### config.mk
export PLATFORM = sky130hd
export DESIGN_NAME = arbiter_pipelined_packet_flat
export DESIGN_NICKNAME = d
export VERILOG_FILES = /design/src/rtl/arbiter_pipelined_packet_if.sv /design/src/rtl/arbiter_pipelined_packet.sv /design/src/flat_wrapper.sv
export SDC_FILE = /design/constraint.sdc
export NUM_CORES = 1
export LEC_CHECK = 0
export BUFFER_PORTS_ARGS = -buffer_cell sky130_fd_sc_hd__clkbuf_2
export CAP_MARGIN = 10
export CORE_UTILIZATION = 43
export DETAILED_ROUTE_END_ITERATION = 6
export GPL_TIMING_DRIVEN = 0
export PLACE_DENSITY = 0.79
export SETUP_SLACK_MARGIN = 0.05
export SLEW_MARGIN = 20
export SYNTH_ARGS = -nofsm -noshare
export SYNTH_HDL_FRONTEND = slang
export SYNTH_SLANG_ARGS = --single-unit
### constraint.sdc
create_clock -name clk -period 1.9 [get_ports clk]
set_input_delay 0 -clock clk [delete_from_list [all_inputs] [get_ports clk]]
set_output_delay 0 -clock clk [all_outputs]
set_load 0.01 [all_outputs]
### src/rtl/arbiter_pipelined_packet_if.sv
// Handshake bundle for the pipelined packet arbiter.
// Carries N request channels on the input side and one shared channel on the
// output side. The master modport is the arbiter's view. The slave modport is
// the view of the environment that feeds requests and drains the output.
`timescale 1ns/1ps
interface arbiter_pipelined_packet_if #(
    parameter int DWIDTH = 20,
    parameter int N      = 2
);
    localparam int IDW = $clog2(N);

    logic [N-1:0]             in_valid;
    logic [N-1:0][DWIDTH-1:0] in_data;
    logic [N-1:0]             in_last;
    logic [N-1:0]             in_ready;

    logic                     out_valid;
    logic [DWIDTH-1:0]        out_data;
    logic                     out_last;
    logic [IDW-1:0]           out_src;
    logic                     out_ready;

    modport master (
        input  in_valid,
        input  in_data,
        input  in_last,
        output in_ready,
        output out_valid,
        output out_data,
        output out_last,
        output out_src,
        input  out_ready
    );

    modport slave (
        output in_valid,
        output in_data,
        output in_last,
        input  in_ready,
        input  out_valid,
        input  out_data,
        input  out_last,
        input  out_src,
        output out_ready
    );
endinterface

### src/rtl/arbiter_pipelined_packet.sv
// N-input, 1-output valid/ready arbiter with a registered output stage.
// Priority is either fixed, with a pointer that rotates on the shift input, or
// round-robin, where the last packet winner becomes the lowest priority.
// Multi-beat packets lock the arbiter to their source until the beat that
// carries in_last is accepted, so packets are never interleaved on the output.
// The output stage breaks the forward path. Only out_ready reaches in_ready
// combinationally.
`timescale 1ns/1ps
module arbiter_pipelined_packet #(
    parameter int DWIDTH           = 20,
    parameter int N                = 2,
    parameter int INIT_LOWEST_PRIO = N - 1
) (
    input  logic                        clk,
    input  logic                        rst,
    input  logic                        mode,
    input  logic                        shift,
    arbiter_pipelined_packet_if.master  bus
);
    localparam int IDW = $clog2(N);

    // Registered state.
    logic              out_valid_q, out_valid_d;
    logic [DWIDTH-1:0] out_data_q,  out_data_d;
    logic              out_last_q,  out_last_d;
    logic [IDW-1:0]    out_src_q,   out_src_d;
    logic              lock_q,      lock_d;
    logic [IDW-1:0]    lock_id_q,   lock_id_d;
    logic [IDW-1:0]    ptr_q,       ptr_d;

    // Arbitration results for the current cycle.
    logic              load;
    logic              grant_valid;
    logic [IDW-1:0]    grant_idx;
    logic              accept;
    logic              accept_last;
    logic [N-1:0]      in_ready_c;
    int                cand;
    logic [IDW-1:0]    cand_idx;

    // The output stage can take a new beat when it is empty or being drained.
    assign load = !out_valid_q || bus.out_ready;

    // Choose the winner. A held lock admits only the locked source. Otherwise
    // the search starts just above the lowest-priority pointer and wraps upward.
    always_comb begin
        grant_valid = 1'b0;
        grant_idx   = '0;
        cand        = 0;
        cand_idx    = '0;
        if (lock_q) begin
            if (bus.in_valid[lock_id_q]) begin
                grant_valid = 1'b1;
                grant_idx   = lock_id_q;
            end
        end else begin
            for (int k = 1; k <= N; k++) begin
                cand = int'(ptr_q) + k;
                if (cand >= N) begin
                    cand = cand - N;
                end
                cand_idx = IDW'(cand);
                if (!grant_valid && bus.in_valid[cand_idx]) begin
                    grant_valid = 1'b1;
                    grant_idx   = cand_idx;
                end
            end
        end
    end

    // Raise a single ready for the winner. Ready stays low during reset, even
    // though the search above still sees valids.
    always_comb begin
        in_ready_c  = '0;
        accept      = rst && load && grant_valid;
        accept_last = bus.in_last[grant_idx];
        if (accept) begin
            in_ready_c[grant_idx] = 1'b1;
        end
    end

    assign bus.in_ready = in_ready_c;

    // Compute next state for the output stage, the packet lock and the pointer.
    always_comb begin
        out_valid_d = out_valid_q;
        out_data_d  = out_data_q;
        out_last_d  = out_last_q;
        out_src_d   = out_src_q;
        lock_d      = lock_q;
        lock_id_d   = lock_id_q;
        ptr_d       = ptr_q;

        if (load) begin
            out_valid_d = accept;
        end

        if (accept) begin
            out_data_d = bus.in_data[grant_idx];
            out_last_d = accept_last;
            out_src_d  = grant_idx;
            lock_d     = !accept_last;
            lock_id_d  = grant_idx;
        end

        if (mode) begin
            if (accept && accept_last) begin
                ptr_d = grant_idx;
            end
        end else if (shift) begin
            ptr_d = (ptr_q == IDW'(N - 1)) ? '0 : ptr_q + IDW'(1);
        end
    end

    // State register. Reset drops any beat in flight and any held lock.
    always_ff @(posedge clk or negedge rst) begin
        if (!rst) begin
            out_valid_q <= 1'b0;
            out_data_q  <= '0;
            out_last_q  <= 1'b0;
            out_src_q   <= '0;
            lock_q      <= 1'b0;
            lock_id_q   <= '0;
            ptr_q       <= IDW'(INIT_LOWEST_PRIO);
        end else begin
            out_valid_q <= out_valid_d;
            out_data_q  <= out_data_d;
            out_last_q  <= out_last_d;
            out_src_q   <= out_src_d;
            lock_q      <= lock_d;
            lock_id_q   <= lock_id_d;
            ptr_q       <= ptr_d;
        end
    end

    assign bus.out_valid = out_valid_q;
    assign bus.out_data  = out_data_q;
    assign bus.out_last  = out_last_q;
    assign bus.out_src   = out_src_q;
endmodule

### src/flat_wrapper.sv
// flat-port wrapper written by rule: the top's interface ports become plain ports
module arbiter_pipelined_packet_flat 
#(
    parameter int DWIDTH           = 20,
    parameter int N                = 2,
    parameter int INIT_LOWEST_PRIO = N - 1
)
  (clk, rst, mode, shift, bus_in_valid, bus_in_data, bus_in_last, bus_in_ready, bus_out_valid, bus_out_data, bus_out_last, bus_out_src, bus_out_ready);
  arbiter_pipelined_packet_if #(.DWIDTH(DWIDTH), .N(N)) bus_i ();
  input  logic clk;
  input  logic rst;
  input  logic mode;
  input  logic shift;
  input wire logic [$bits(bus_i.in_valid)-1:0] bus_in_valid;
  input wire logic [$bits(bus_i.in_data)-1:0] bus_in_data;
  input wire logic [$bits(bus_i.in_last)-1:0] bus_in_last;
  output wire logic [$bits(bus_i.in_ready)-1:0] bus_in_ready;
  output wire logic [$bits(bus_i.out_valid)-1:0] bus_out_valid;
  output wire logic [$bits(bus_i.out_data)-1:0] bus_out_data;
  output wire logic [$bits(bus_i.out_last)-1:0] bus_out_last;
  output wire logic [$bits(bus_i.out_src)-1:0] bus_out_src;
  input wire logic [$bits(bus_i.out_ready)-1:0] bus_out_ready;
  assign bus_i.in_valid = bus_in_valid;
  assign bus_i.in_data = bus_in_data;
  assign bus_i.in_last = bus_in_last;
  assign bus_in_ready = bus_i.in_ready;
  assign bus_out_valid = bus_i.out_valid;
  assign bus_out_data = bus_i.out_data;
  assign bus_out_last = bus_i.out_last;
  assign bus_out_src = bus_i.out_src;
  assign bus_i.out_ready = bus_out_ready;
  arbiter_pipelined_packet #(.DWIDTH(DWIDTH), .N(N), .INIT_LOWEST_PRIO(INIT_LOWEST_PRIO)) u_core (.clk(clk), .rst(rst), .mode(mode), .shift(shift), .bus(bus_i));
endmodule
==> results.md, run 1 <==
* Outcome: finished, violations left
* Failing checks: DRC
* Die Y at 56.69 µm
* CTS buffer count at 3
* Post-Syn Instances at 122
* Layout cells sized above 1 at 38.56%
* Synthesis-stage register bit count at 25
* HPWL after DPL at 2520 µm
* CTS tree: built
* Worst EP required at 2120 ps
* Top area cells in the synthesized netlist: dfrtp_1, a21oi_1, mux2i_1, dfstp_2, buf_2
* Critical Path Slowest Stage Cell: dlygate4sd3_1
* Post-route cell area at 2091 µm²
* Routed vias/inst at 5.476
* Fill cells at 205
* Mean Syn Cell Area at 10.54 µm²
* Ports at 74
* Area Growth Syn to Fin at 62.55%
* DP Area at 1690 µm²
* Synth unique cells at 30
* CTS HTree Levels at 1
* Setup violators final at 0
* Clock latency on the worst-skew pair at 320 ps
* Initial DRC Count at 75
* Std cell rows at 19
* Largest net degree at the start of global routing at 25
* Pwr/cell area at 1149 nW/µm²
* Syn. warnings at 0
* CP endpoint kind: flop
* Global-route wire length before repair at 7051 µm
* Hold WC Path Type: input port to flop
* Root buf cell: clkbuf_4
* Unrepaired setup endpoints after global routing: no
* Sequential share of the synthesized area at 48.74%
* Vias in the first global route at 1589
* Worst setup SP type: flop
* Number of vias in the routed layout at 1462
* Share of the synthesized area in the top cell type at 46.69%
* WL/cell at 16.41 µm
* Multiplexer share of the synthesized area at 16.44%
* Largest family of logic cells by synthesized area: compound AO/OA/AOI/OAI gates
* Crit-path max FO at 5
* Total negative slack at 0 ps
* GR Overflow Total at 0
* Leak Pwr at 0.001088 µW
* GPL Wtd Cong at 0.8616
* Dominant cell type by area after synthesis: dfrtp_1
* F_max at 0.5734 GHz
* Tightest Pin Transition at 535.3 ps
* Clk sink count at 25
* Setup Skew at 10.97 ps
* Detailed-route wire length at 4381 µm
* ANT nets after route at 0
* Layout Nets at 286
* Max Cap Violations at 0
* Diodes inserted at 0
* Starting density of the core at 45.85%
* Worst path arrival time at 1960 ps
* Compound-Gate Fraction of Synth Area at 22.18%
* All-Layer GR Usage at 28.97%
* Slew HR at 64.31%
* IO buf count at 73
* Max-slew violations at 0
* CP Class: flop to flop
* Simple-Gate Fraction of Synth Area at 8.949%
* Worst-path clk slew at 140 ps
* Initial antenna violation count at 0
* Die Area at 3214 µm²
* Final Hold Fails at 0
* Fin crit share at 91.79%
* Die X at 56.69 µm
* Fin Hold WS at 0.5615 ps
* Drt first pass iters at 6
* Post-route insts no fill at 267
* Synthesized area at 1286 µm²
* Max incr delay on CP at 560 ps
* CTS max path bufs at 2
* Worst vdd ir at 685.1 µV
* Fin crit period at 1744 ps
* Synthesized net count at 171
* Cell Chain, Critical Path: nand2b_2, nand3_4, mux2i_1, dlygate4sd3_1, a21oi_1
* Placed cell count at 226
* Area of the core at 2805 µm²
* Post-synthesis adder-cell area fraction at 0%
* Post-Synth XOR/XNOR Area at 0%
* DRC viols at 4
[layout make-up]
cell class / count / area [µm²] / area share (%)
Buffer: 8 / 40.04 / 1.915
Timing Repair Buffer: 110 / 730.7 / 34.95
Tap cell: 31 / 38.79 / 1.855
Sequential cell: 25 / 626.9 / 29.98
Multi-Input combinational cell: 87 / 619.3 / 29.62
Clock buffer: 3 / 22.52 / 1.077
Inverter: 2 / 7.507 / 0.3591
Clock inverter: 1 / 5.005 / 0.2394
[worst paths after layout]
kind	from	endpoint	slack [ps]	cells past startpoint
max	u_core.bus.out_src$_DFFE_PN0P_	u_core.bus.out_data[9]$_DFFE_PN0P_	160	5
min	bus_in_data[12]	u_core.bus.out_data[12]$_DFFE_PN0P_	0.6	3
max reg2reg	u_core.bus.out_src$_DFFE_PN0P_	u_core.bus.out_data[9]$_DFFE_PN0P_	160	5
min reg2reg	u_core.bus.out_last$_DFFE_PN0P_	u_core.bus.out_last$_DFFE_PN0P_	550	2
max in group asynchronous	rst	u_core.bus.out_data[3]$_DFFE_PN0P_	1170	3
min in group asynchronous	rst	u_core.ptr_q$_DFFE_PN1P_	200	2
[cells by family (layout without fill, tap and decap cells)]
family	after synthesis	in the layout
DFF	25	25
AOI/OAI and AO/OA	50	50
muxes	21	21
and+or+nand+nor	16	16
buffers and inverters	10	124
[cells in the final DEF, fill, tap and decap left out, types with 3 or more instances in the layout]
cell type and n:
a21oi_1 40, clkbuf_2 73, buf_2 6, clkbuf_4 3, mux2i_1 20, dfrtp_1 24
dlygate4sd3_1 36
[through the flow]
step	power [µW]	utilization, %	setup slack, ps
after floorplan	1606	-	449.0
after global placement	1998	60.26	332.3
after detailed placement	2046	60.26	235.4
after CTS	2349	74.44	164.9
after global routing	2561	74.53	59.55
final	2402	74.53	156.0
[flip-flops by register name (all words and copies together) (netlist names)]
signal and count:
u_core.bus.out_src 1, u_core.lock_q 1, u_core.bus.out_valid 1, u_core.bus.out_data 20
u_core.ptr_q 1, u_core.bus.out_last 1
[worst max-delay path, delay by kind of cell (launching register included)]
kind	cells	cell delay [ps]
AOI/OAI and AO/OA	1	60
buffers and inverters	1	560
DFF	1	430
muxes	1	200
and+or+nand+nor	2	390
[repair_timing]
item / in CTS / in global routing
hold buffers: 37 / 0
setup buffers: 0 / 0
resized for setup: 0 / 1
endpoints found under the hold margin: 43 / 0
setup endpoints to repair: 0 / 1
[cells in the mapped netlist, drive strengths merged]
library cell  count
nand4             1
mux2i            20
inv               2
o211a             1
mux2              1
buf               6
a31o              1
a21oi            41
nand2b            2
nand4b            1
nor3              1
dfstp             1
nand2             2
and2              1
nor2              1
dfrtp            24
nand3b            2
o21ba             1
clkbuf            2
a2111oi           1
o31ai             1
nand3             3
o21ai             2
and3              2
a21o              2
[report_power, final]
| group | switching [µW] | total (µW) | internal, µW |
|---|---|---|---|
| clock network | 158 | 236 | 78.8 |
| registers | 166 | 950 | 784 |
| logic | 667 | 1220 | 549 |
| total | 991 | 2400 | 1410 |
[layer usage]
| metal | share of wire, % | vias to the layer above | GRT usage [%] |
|---|---|---|---|
| li1 | - | 677 | - |
| met1 | 38 | 708 | 32.44 |
| met2 | 54 | 59 | 53.74 |
| met3 | 3.4 | 18 | 2.074 |
| met4 | 4.0 | 0 | 16.07 |
| met5 | 0 | - | 0 |
Power figures use the tool's default switching activity.
==> run 2: changes to the inputs <==
--- a/config.mk
+++ b/config.mk
@@ -7,6 +7,7 @@
 export LEC_CHECK = 0
 export BUFFER_PORTS_ARGS = -buffer_cell sky130_fd_sc_hd__clkbuf_2
 export CAP_MARGIN = 10
+export CORE_MARGIN = 5
 export CORE_UTILIZATION = 43
 export DETAILED_ROUTE_END_ITERATION = 6
 export GPL_TIMING_DRIVEN = 0
==> run 2 against run 1 <==
Against the previous run:
- the run ends with hold timing left
- combinational power down 5%
- sequential share of layout area up 2.0 points
- setup slack worse by 8.2 ps
- maximum frequency down 0.47%
- non-clock buffer count down 13
- die area up 30%
- clock power down 3%
- clock skew up 4.7 ps
- critical path depth unchanged
- design area down 6.3%
- power down 2.7%
==> results.md, run 2 (synthesis gave the netlist of run 1 again) <==
* Outcome: finished, violations left
* Failing checks: hold timing
* Placed cell count at 226
* Die X at 64.69 µm
* Routed vias/inst at 5.465
* HPWL after DPL at 2757 µm
* Worst-path clk slew at 140 ps
* Fin crit period at 1752 ps
* Final Hold Fails at 2
* Max-slew violations at 0
* Setup Skew at 15.70 ps
* Root buf cell: clkbuf_4
* DRC viols at 0
* Unrepaired setup endpoints after global routing: no
* Worst path arrival time at 1960 ps
* Total negative slack at 0 ps
* Drt first pass iters at 4
* CTS HTree Levels at 1
* Tightest Pin Transition at 467.8 ps
* Global-route wire length before repair at 6423 µm
* Initial DRC Count at 59
* Starting density of the core at 45.85%
* Area Growth Syn to Fin at 52.33%
* Number of vias in the routed layout at 1388
* Layout cells sized above 1 at 39.91%
* Power Total at 2337 µW
* Die Area at 4185 µm²
* Hold WC Path Type: input port to flop
* Std cell rows at 19
* CTS max path bufs at 2
* Max FFs per register at 20
* Largest net degree at the start of global routing at 29
* Setup violators final at 0
* Clock latency on the worst-skew pair at 310 ps
* Pwr/cell area at 1193 nW/µm²
* Diodes inserted at 0
* Worst vdd ir at 617.0 µV
* ANT nets after route at 0
* Met3 usage at 3.109%
* Gr busiest metal: met2
* CTS buffer count at 3
* Clk sink count at 25
* Most frequent cells in the layout: clkbuf_2, a21oi_1, dlygate4sd3_1, dfrtp_1, mux2i_1
* Die Y at 64.69 µm
* Fin Hold WS at -6.474 ps
* CP Class: flop to flop
* Layout Nets at 273
* CTS tree: built
* GR Overflow Total at 0
* All-Layer GR Usage at 19.55%
* Ports at 74
* Crit-path max FO at 5
* Worst setup SP type: flop
* Met1 Use GR at 20.15%
* Most common cell after layout, fill and taps aside: clkbuf_2
* IO buf count at 73
* Slew HR at 68.81%
* Max Cap Violations at 0
* Initial antenna violation count at 0
* Met2 Resource Use GR at 37.50%
* GPL Wtd Cong at 0.8561
* Worst EP required at 2110 ps
* Vias in the first global route at 1504
* Fin crit share at 92.22%
* Area of the core at 2805 µm²
* Post-route insts no fill at 254
* F_max at 0.5707 GHz
* WL/cell at 15.65 µm
* Leak Pwr at 0.001031 µW
* Detailed-route wire length at 3974 µm
* CP endpoint kind: flop
run 2: final cells by class:
type / instances / area, µm²
Multi-Input combinational cell: 87 / 611.8
Sequential cell: 25 / 626.9
Inverter: 2 / 7.507
Buffer: 8 / 40.04
Fill cell: 228 / 845.8
Tap cell: 31 / 38.79
Clock buffer: 4 / 26.28
Timing Repair Buffer: 97 / 608.1
run 2: worst paths after layout:
| path | end | cells after the start | slack (ps) | start |
|---|---|---|---|---|
| min reg2reg | u_core.bus.out_data[2]$_DFFE_PN0P_ | 2 | 540 | u_core.bus.out_data[2]$_DFFE_PN0P_ |
| max reg2reg | u_core.bus.out_data[9]$_DFFE_PN0P_ | 5 | 150 | u_core.ptr_q$_DFFE_PN1P_ |
| max | u_core.bus.out_data[9]$_DFFE_PN0P_ | 5 | 150 | u_core.ptr_q$_DFFE_PN1P_ |
| min in group asynchronous | u_core.bus.out_data[19]$_DFFE_PN0P_ | 2 | 150 | rst |
| max in group asynchronous | u_core.ptr_q$_DFFE_PN1P_ | 2 | 1450 | rst |
| min | u_core.bus.out_data[11]$_DFFE_PN0P_ | 3 | -6 | bus_in_data[11] |
run 2: routing by layer:
layer  up-vias  share of wire, %  routed length [µm]
met5         -                 0                   0
met4         0               3.3                 130
met3        14               5.6                 223
met2        58                55                2184
met1       667                36                1435
li1        649                 -                   -
run 2: what timing repair did:
| item | CTS | global route |
|---|---|---|
| buffers inserted | 0 | 0 |
| hold buffers | 22 | 2 |
| resized for setup | 0 | 2 |
| setup endpoints to repair | 0 | 23 |
| hold endpoints to repair | 37 | 2 |
run 2: report_power, final:
group / switching, µW / leakage (µW) / total [µW] / internal (µW)
registers: 161 / 0.000276 / 945 / 784
logic: 634 / 0.000741 / 1160 / 529
clock network: 148 / 0.0000150 / 230 / 81.8
run 2: worst max-delay path, stage by stage, from the launching register on:
cell	delay, ps
dfstp_2	590
nand3b_4	90
nand3_2	130
mux2i_1	200
dlygate4sd3_1	570
a21oi_1	60
run 2: through the flow:
step | area (µm²) | util [%] | setup WS (ps)
floorplan | 1286 | - | 449.0
global placement | 1690 | 60.26 | 321.2
detailed placement | 1690 | 60.26 | 299.4
CTS | 1937 | 69.05 | 98.20
global route | 1959 | 69.85 | 52.27
finish | 1959 | 69.85 | 147.7
